## config.mk

```make
export PLATFORM = sky130hd
export DESIGN_NAME = irq_ctrl
export DESIGN_NICKNAME = d
export VERILOG_FILES = /design/src/rtl/irq_ctrl_pkg.sv /design/src/rtl/irq_sync.sv /design/src/rtl/irq_ctrl.sv
export SDC_FILE = /design/constraint.sdc
export NUM_CORES = 1
export LEC_CHECK = 0
export CORE_MARGIN = 4
export CORE_UTILIZATION = 52
export DETAILED_ROUTE_END_ITERATION = 12
export GPL_TIMING_DRIVEN = 0
export PLACE_DENSITY = 0.86
export SLEW_MARGIN = 20
export SYNTH_ARGS = -nofsm -noshare
export SYNTH_HDL_FRONTEND = slang
export SYNTH_SLANG_ARGS = --single-unit
```

## constraint.sdc

```tcl
create_clock -name clk -period 2.8 [get_ports clk]
set_clock_uncertainty 0.15 [all_clocks]
set_input_delay 0.56 -clock clk [delete_from_list [all_inputs] [get_ports clk]]
set_output_delay 0.56 -clock clk [all_outputs]
set_load 0.05 [all_outputs]
```

## src/rtl/irq_ctrl_pkg.sv

```systemverilog
// Shared encodings for the interrupt controller: FSM states, config selects
// and the channel-id width helper.
package irq_ctrl_pkg;

    localparam logic [1:0] ST_IDLE    = 2'd0;
    localparam logic [1:0] ST_REQ     = 2'd1;
    localparam logic [1:0] ST_SERVICE = 2'd2;

    localparam logic [1:0] CFG_MASK = 2'd0;
    localparam logic [1:0] CFG_MODE = 2'd1;
    localparam logic [1:0] CFG_CLR  = 2'd2;

    // Bits needed to index n channels (minimum 1).
    function automatic int id_width(input int n);
        int w;
        w = 1;
        while ((1 << w) < n) w++;
        return w;
    endfunction

endpackage

```

## src/rtl/irq_sync.sv

```systemverilog
// Multi-bit, multi-stage pin synchroniser with async active-low reset.
module irq_sync #(
    parameter int W      = 8,
    parameter int STAGES = 2
) (
    input  logic         clk,
    input  logic         n_rst,
    input  logic [W-1:0] d,
    output logic [W-1:0] q
);

    logic [W-1:0] stage [STAGES];

    always_ff @(posedge clk or negedge n_rst) begin
        if (!n_rst) begin
            for (int s = 0; s < STAGES; s++) stage[s] <= '0;
        end else begin
            stage[0] <= d;
            for (int s = 1; s < STAGES; s++) stage[s] <= stage[s-1];
        end
    end

    assign q = stage[STAGES-1];

endmodule

```

## src/rtl/irq_ctrl.sv

```systemverilog
// N-channel interrupt controller: synchronised pins, level/edge pending,
// masking, fixed lowest-index priority and a req/ack/eoi core handshake.
//
// state   | meaning
// IDLE    | no request; arbitrate the eligible vector
// REQ     | o_int_req high, o_int_id frozen, waiting for ack or withdrawal
// SERVICE | handler running, no new request until eoi
module irq_ctrl
    import irq_ctrl_pkg::*;
#(
    parameter int N_IRQ       = 8,
    parameter int SYNC_STAGES = 2,
    parameter int ID_W        = 3
) (
    input  logic             clk,
    input  logic             n_rst,
    input  logic [N_IRQ-1:0] i_irq,
    input  logic             i_cfg_we,
    input  logic [1:0]       i_cfg_sel,
    input  logic [N_IRQ-1:0] i_cfg_wdata,
    output logic [N_IRQ-1:0] o_mask,
    output logic [N_IRQ-1:0] o_mode,
    output logic [N_IRQ-1:0] o_pending,
    output logic             o_int_req,
    output logic [ID_W-1:0]  o_int_id,
    input  logic             i_int_ack,
    input  logic             i_eoi,
    output logic             o_in_service
);

    logic [N_IRQ-1:0] s_irq;
    logic [N_IRQ-1:0] s_prev;
    logic [N_IRQ-1:0] mask;
    logic [N_IRQ-1:0] mode;
    logic [N_IRQ-1:0] pending;
    logic [N_IRQ-1:0] pending_nxt;
    logic [N_IRQ-1:0] eligible;
    logic [N_IRQ-1:0] rise;
    logic [N_IRQ-1:0] clr;
    logic [N_IRQ-1:0] ack_vec;
    logic [N_IRQ-1:0] to_edge;
    logic [1:0]       state;
    logic [ID_W-1:0]  int_id;
    logic [ID_W-1:0]  winner;
    logic             mask_we;
    logic             mode_we;
    logic             clr_we;
    logic             ack_fire;

    irq_sync #(
        .W      (N_IRQ),
        .STAGES (SYNC_STAGES)
    ) u_sync (
        .clk   (clk),
        .n_rst (n_rst),
        .d     (i_irq),
        .q     (s_irq)
    );

    assign mask_we  = i_cfg_we && (i_cfg_sel == CFG_MASK);
    assign mode_we  = i_cfg_we && (i_cfg_sel == CFG_MODE);
    assign clr_we   = i_cfg_we && (i_cfg_sel == CFG_CLR);
    assign ack_fire = (state == ST_REQ) && i_int_ack;

    assign rise    = s_irq & ~s_prev;
    assign ack_vec = ack_fire ? ({{(N_IRQ-1){1'b0}}, 1'b1} << int_id) : '0;
    assign clr     = (clr_we ? i_cfg_wdata : '0) | ack_vec;
    assign to_edge = mode_we ? (i_cfg_wdata & ~mode) : '0;

    // Edge channels: a rise in the same cycle as a clear keeps the bit set.
    // Channels switching to edge start clean; s_prev already tracks s_irq.
    assign pending_nxt = ~to_edge & ((mode & (rise | (pending & ~clr))) |
                                     (~mode & s_irq));

    always_ff @(posedge clk or negedge n_rst) begin
        if (!n_rst) begin
            mask    <= '1;
            mode    <= '0;
            pending <= '0;
            s_prev  <= '0;
        end else begin
            s_prev  <= s_irq;
            pending <= pending_nxt;
            if (mask_we) mask <= i_cfg_wdata;
            if (mode_we) mode <= i_cfg_wdata;
        end
    end

    assign eligible = pending & ~mask;

    always_comb begin
        winner = '0;
        for (int i = N_IRQ - 1; i >= 0; i--) begin
            if (eligible[i]) winner = ID_W'(i);
        end
    end

    always_ff @(posedge clk or negedge n_rst) begin
        if (!n_rst) begin
            state  <= ST_IDLE;
            int_id <= '0;
        end else begin
            case (state)
                ST_IDLE: begin
                    if (|eligible) begin
                        int_id <= winner;
                        state  <= ST_REQ;
                    end
                end
                ST_REQ: begin
                    if (i_int_ack)               state <= ST_SERVICE;
                    else if (!eligible[int_id])  state <= ST_IDLE;
                end
                ST_SERVICE: begin
                    if (i_eoi) state <= ST_IDLE;
                end
                default: state <= ST_IDLE;
            endcase
        end
    end

    assign o_mask       = mask;
    assign o_mode       = mode;
    assign o_pending    = pending;
    assign o_int_req    = (state == ST_REQ);
    assign o_int_id     = int_id;
    assign o_in_service = (state == ST_SERVICE);

endmodule

```

==> results.yml <==
clock_tree:
  tritoncts: "built"
  clock_path_buffers: 2
  clkSlewWorstSetupHoldPaths_ns: 0.09
  post_cts_resize_count: 0
  htreeDepth: 2
  postCtsHoldBufs: 0
  insertion_delay_ns: 0.30
  clock_tree.root_cell: "clkbuf_8"
  numClockSinks: 53
  cts-buffers-inserted: 5
  post-cts-setup-buffers: 0
die:
  row_count: 22
  floorplan.die.height_um: 71.8
  io_pins: 52
  area_inside_the_core_boundary_um2: 3800
  initial_core_util_pct: 55.6
  die_x_um: 71.8
  fp.dieArea_um2: 5150
route:
  remaining_drc_errors: 0
  tritonroute_pass_1_iters: 5
  avgViaCountPerCell: 5.43
  first_iter_violations: 142
  antenna_violating_nets_post_route: 0
  dr_total_vias: 1580
  wl_mm: 4.48
  route.detailed.wl_per_inst_um: 15.4
run_status:
  status: "completed"
logic_synthesis:
  post-synth-top-area-fraction_pct: 53.3
  synth.net_count: 207
  seq_area_frac_synth_pct: 63.2
  synth_top_cell_by_area: "dfrtp_1"
  number_of_synthesis_warnings: 0
  synthMostInstantiatedCell: "nand2_1"
  ys_seq_elements: 53
  postSynthCellCount: 184
  ys_async_sr_fraction_pct: 100
  synth_ff_type: "dfrtp_1"
  synth_top_cells_by_count: "54 x nand2_1, 45 x dfrtp_1, 8 x dfstp_2, 8 x mux2_4, 8 x o211ai_1"
  cell_types_occupying_the_most_area_after_synthesis: "dfrtp_1 53%, dfstp_2 9.9%, nand2_1 9.6%"
  syn-cell-area_um2: 2110
  synth-edff-count: 0
  yosysUniqueCellTypes: 28
  postSynthAreaPerCell_um2: 11.5
timing:
  period_share_pct: 88.1
  timing.final.hold_violations: 0
  worst_hold_slack_ns: 0.124
  finalSetupTns_ns: 0
  finalWorstPathRequiredPeriod_ns: 2.47
  slew-limit-headroom_pct: 55.8
  fmaxAchievable_ghz: 0.406
  rsz0062_at_grt: "false"
  max_slew_violations: 0
  timing_worst_slew_pin_value_ns: 0.662
  timing.final.setup_violations: 0
setup_path:
  launch_point_of_the_critical_path: "state[1]"
  crit_path_end_kind: "primary output"
  critical_path.n_buffers_inverters: 1
  rr_endpoint: "o_int_id[0]"
  worstPathMaxFanout: 4
  cp_top_family: "buffers and inverters"
  critPathLaunchType: "flip-flop"
  r2r_start: "o_mask[2]"
  slowest_delay_ns: 0.82
  worstRegToRegCells: 5
  crit_type: "flip-flop to primary output"
  setup.reg_to_reg.worst_slack_ns: 1.04
  timing.critical_path.slowest_stage_cell: "clkdlybuf4s50_1"
  worstPathRequired_ns: 2.09
  cp_cell_sequence: "and2b_1, clkdlybuf4s50_1"
  worst-endpoint-arrival_ns: 1.76
worst_hold_path:
  hold_path_class: "primary input to async pin"
global_route:
  grt_overflow_total: 0
  grt_use_total_pct: 19.0
  grt_max_degree: 54
  antenna_found_initial: 0
  grt_pass1_wl_mm: 7.45
  grt_pass1_vias: 1571
layout:
  layout-drive-gt1-share_pct: 11.1
  utilization_pct: 72.7
  antenna_cells: 0
  n_fill_cell: 289
  finalNetCount: 265
  syn2layout_area_growth_pct: 30.7
  final_design_area_no_fill_um2: 2760
placed_design:
  postPlaceCellArea_um2: 2680
  hpwlAfterDp_mm: 3.26
  io_buffers: 51
  place.gp.congestion: 0.863
power_and_ir_drop:
  power.density_nw_per_um2: 855
  power.static_leakage_nw: 1.19
  ir_drop_mv: 0.471
job:
  cap_violations: 0
[final cells by class]
type / instances / area (µm²) / area share (%)
flip-flops and latches: 53 / 1340 / 48.4
inverters: 3 / 11.3 / 0.408
plain buffers: 3 / 13.8 / 0.498
multi-input cells: 125 / 752 / 27.2
repair buffers: 51 / 508 / 18.4
clock buffers: 8 / 80.1 / 2.90
well taps: 48 / 60.1 / 2.17
[how the worst max path moves through the flow]
stage | slack (ns) | cells past startpoint | to
after floorplan | 0.98 | 4 | state[0]
after detailed placement | 0.54 | 3 | o_mask[1]
after CTS | 0.33 | 2 | o_int_req
after global routing | 0.25 | 2 | o_int_req
final | 0.33 | 2 | o_int_req
after global placement | -0.45 | 1 | u_sync.stage[10]
[state kept, by name (all words and copies together) (netlist names)]
register and cells:
o_pending 8, o_int_id 3, u_sync.stage 8, s_prev 8, u_sync.q 8, state 2, o_mask 8, o_mode 8
[power by group]
group	switching (mW)	total [mW]	internal [mW]
sequential	0.111	1.01	0.895
clock	0.226	0.404	0.178
combinational	0.607	0.951	0.344
total	0.944	2.36	1.42
[per-stage QoR]
step	total power [mW]	worst slack (ns)	cells
floorplan	1.63	0.979	184
global placement	1.94	-0.447	283
detailed placement	1.97	0.544	283
CTS	2.38	0.328	291
global route	2.48	0.249	291
finish	2.36	0.334	291
[metal layers]
layer / vias up / GRT usage, % / share of wire [%]
met1: 774 / 24.1 / 43
met3: 8 / 6.17 / 7.4
li1: 743 / - / -
met5: - / 0 / 0
met2: 55 / 30.4 / 49
met4: 0 / 7.52 / 1.5
[kinds of logic (layout without fill, tap and decap cells)]
| logic type | count (synthesis) | count (layout) | share of synthesized area (%) |
|---|---|---|---|
| simple gates | 85 | 85 | 18.7 |
| flops | 53 | 53 | 63.2 |
| compound gates | 30 | 30 | 9.71 |
| mux | 10 | 10 | 7.22 |
| buf+inv | 6 | 65 | 1.18 |
[cell usage in the layout, fill, tap and decap left out]
cell / n
mux4_2: 1
mux2i_1: 1
or2_1: 1
o41ai_1: 1
nor3b_4: 1
o211ai_1: 8
and2b_1: 2
clkdlybuf4s50_1: 50
clkbuf_1: 4
o21ai_0: 2
dfstp_2: 8
nand2b_1: 5
nand3b_1: 1
nor2b_1: 7
clkbuf_8: 5
a21oi_1: 7
nor2_1: 7
a221oi_1: 1
nand3_1: 3
buf_4: 1
and3b_1: 2
nand2_1: 54
o21ai_1: 3
buf_2: 2
inv_2: 1
nor3_1: 2
mux2_4: 8
o31ai_1: 2
o2111ai_1: 6
dfrtp_1: 45
inv_1: 2
No activity file was read; power rests on OpenSTA's default activity.
==> variant 1 (same flow settings) <==
`pending` no longer has a reset.
--- a/src/rtl/irq_ctrl.sv
+++ b/src/rtl/irq_ctrl.sv
@@ -78,3 +78,2 @@
             mode    <= '0;
-            pending <= '0;
             s_prev  <= '0;
@@ -82,3 +81,2 @@
             s_prev  <= s_irq;
-            pending <= pending_nxt;
             if (mask_we) mask <= i_cfg_wdata;
@@ -86,2 +84,6 @@
         end
+    end
+
+    always_ff @(posedge clk) begin
+        pending <= pending_nxt;
     end
Function: differs if n_rst is asserted again (counterexample within 4 cycles, from zero or initial values and one cycle with n_rst low); with n_rst held inactive, the same outputs for 10 cycles.
==> variant 1 against the original RTL <==
  * Non-clock buffer count is 2 higher
  * Cell area is 1.0% higher
  * Global-route usage is 0.20 points lower
  * Area after synthesis is 0.95% lower
  * Sequential cell count stayed put
  * Sequential share of layout area is 1.9 points lower
  * Worst setup slack better by 0.047 ns
  * Clock power is 27% higher
  * Wire length hardly changed
  * Power is 6.5% higher
  * Count of clock-buffer cells in the layout is 2 lower
  * Critical path type unchanged
  * Critical endpoint is now o_mask[7]
  * Largest power group unchanged
==> variant 1: results (changes against the original RTL) <==
CP startpoint o_mask[7]$_DFFE_PN1P_; leakage dissipation 0.00119 uW (about the same); Post-synth top cells nand2_1 (57), dfrtp_1 (37); post-CTS setup buffers 0 (unchanged); post-synth cell types 31 (+11%); GR Layer Usage met3 0.0645 (+0.00281); largest cells by area after synthesis dfrtp_1 (44%), nand2_1 (10%), dfstp_2 (10%), dfxtp_1 (7.7%), mux2_2 (3.8%); via count 1572 (-0.51%); f_max 413 MHz (+1.9%); share of cells above drive strength 1 0.159 (+0.0474); via-per-instance ratio 5.35 (-1.5%); Clock Path Buffers 2 (unchanged); met1 usage 0.244 (+0.00299); r2r setup slk around 1.1 ns; Syn Nets 209 (+0.97%); n_diodes 0 (unchanged); # port buffers 51 (unchanged); antenna violations before repair 0 (unchanged); worst min path class input port to async pin; Reg2Reg Depth 5 (unchanged); vias in the first global route 1584 (+0.83%); RD Place Congestion 0.933 (+8.1%); global-route wire length before repair 7460 um (+0.17%); Async S/R FF share, synth 0.849 (-0.151); sequential area share after synthesis 0.619 (-0.0131); CTS HTree Levels 2 (unchanged); largest net degree at the start of global routing 27 (-50%); Place WS 0.604 ns (+0.0592 ns); outcome finished, final reports clean; CP Data Arrival Time 1.71 ns (-0.05 ns); Hold WS 0.0366 ns (-0.0877 ns); DP Area 2680 um2 (about the same); Rel. slew slack 0.650 (+0.0920); DRT Pass-1 Iters 4 (-1); Mapped Cells 186 (+1.1%); Fillers 293 (+1.4%); Peak VDD IR 0.000419 V (-11%); Clk Latency, worst-skew pair 0.31 ns; DR WL/cell 15.2 um (-1.0%); Clk pin slew, worst setup/hold paths 0.09 ns (about the same); DP HPWL 3320 um (+1.8%); max-cap violation count 0 (unchanged); crit-path max FO 3 (-1); DRT iter0 DRCs 73 (-49%); fin nets 268 (+1.1%); crit path capture o_mask[7]; placed cells 286 (+1.1%); Total GRT Usage 0.188 (-0.00203)
variant 1: changes by cell type after synthesis, moves of 4 or more:
cell / delta
o21ai_0: +4
mux2_4: -8
nor2b_4: +4
dfxtp_1: +8
dfrtp_1: -8
nor2b_1: -6
mux2_2: +7
variant 1: report_power, final:
group,total (uW),internal [uW],switching (uW),leakage [uW]
combinational,999,373,626,0.000547
clock,514,268,246,0.0000554
sequential,1000,894,106,0.000592
variant 1: layer usage:
layer	part of all wire	up-vias
li1	-	759
met1	0.42	752
met2	0.49	51
met3	0.073	10
met4	0.014	0
met5	0	-
variant 1: kinds of logic after synthesis:
group           synth area share
simple gates               0.201
flops                      0.619
compound gates             0.111
mux                       0.0484
buf+inv                   0.0197
variant 1: final cells by class:
cell class              count  area, um2  area share
plain buffers               4       26.3     0.00942
clock buffers               6       72.6      0.0260
clock inverters             2       38.8      0.0139
inverters                   4       15.0     0.00538
multi-input cells         125        756       0.271
flip-flops and latches     53       1300       0.465
well taps                  48       60.1      0.0215
repair buffers             52        526       0.188
==> variant 2 (same flow settings) <==
Without the edit above. `N_IRQ`: 8 -> 10.
--- a/src/rtl/irq_ctrl.sv
+++ b/src/rtl/irq_ctrl.sv
@@ -10,3 +10,3 @@
 #(
-    parameter int N_IRQ       = 8,
+    parameter int N_IRQ       = 10,
     parameter int SYNC_STAGES = 2,
Ports: changed (5 resized); port bits go from 52 to 62. No check against the original RTL was run, so the function may have changed too.
==> variant 2 against the original RTL <==
  * Utilization increased by 1.3 points
  * Fmax fell by 1.8%
  * Sequential cell count is 12 higher
  * Critical path depth is the same
  * Via count grew 22%
  * Worst setup slack lost 0.046 ns
  * Non-clock buffer count is 13 higher
  * Sequential share of layout area down 1.2 points
  * Wire length up 31%
  * Register-to-register slack got worse by 0.34 ns
  * Power increased by 37%
  * Critical endpoint unchanged
  * Area after synthesis up 19%
  * Cell area up 26%
==> variant 2: results (changes against the original RTL) <==
outcome finished, final reports clean; Post-synth top cells nand2_1 (62), dfrtp_1 (55), dfstp_2 (10), mux2_2 (9), o21ai_0 (9); via count 1935 (+22%); RD Place Congestion 0.841 (-2.6%); final wirelength 5870 um (+31%); DP Area 3220 um2 (+20%); M1 wire length 2380 um (+25%); post-synth cell types 31 (+11%); Rel. slew slack 0.407 (-0.151); global-route wire length before repair 9750 um (+31%); Peak VDD IR 0.000537 V (+14%); fin nets 320 (+21%); sequential area share after synthesis 0.652 (+0.0194); multiplexer area fraction after synthesis 0.0403 (-0.0319); vias in the first global route 2014 (+28%); Fillers 353 (+22%); Hold Buf Count CTS 1 (+1); Total GRT Usage 0.215 (+0.0248); met1 usage 0.255 (+0.0141); Net Sw Frac 0.355 (-0.0444); leakage dissipation 0.00150 uW (+25%); worst min path class flip-flop to flip-flop; GR Util met2 0.348 (+0.0439); Compound-Gate Fraction of Synth Area 0.102 (+0.00489); largest cells by area after synthesis dfrtp_1 (55%), dfstp_2 (10%), nand2_1 (9.3%), mux2_2 (4.0%), o211ai_1 (2.4%); CP Data Arrival Time 1.80 ns (+0.04 ns)
[variant 2: cell type report]
| type | count | area, um2 | area share |
|---|---|---|---|
| Buffer | 4 | 15.0 | 0.00432 |
| Clock buffer | 11 | 141 | 0.0407 |
| Tap cell | 54 | 67.6 | 0.0195 |
| Timing Repair Buffer | 63 | 646 | 0.186 |
| Multi-Input combinational cell | 147 | 850 | 0.245 |
| Inverter | 3 | 11.3 | 0.00324 |
| Clock inverter | 5 | 103 | 0.0295 |
| Sequential cell | 65 | 1640 | 0.472 |
[variant 2: worst register-to-register path, cell delays in order, from the launching register on]
cell	delay [ns]
dfstp_2	0.54
and2b_1	0.23
nor4_1	0.39
a311o_1	0.40
a2111oi_1	0.10
a21o_1	0.18
[variant 2: power groups by stage]
stage                     clock [uW]  sequential [uW]  combinational [uW]
final                            968             1210                1050
after detailed placement           0             1230                1040
after global placement             0             1220                1020
after global routing            1020             1230                1110
after floorplan                    0             1530                 360
after CTS                        980             1210                1050
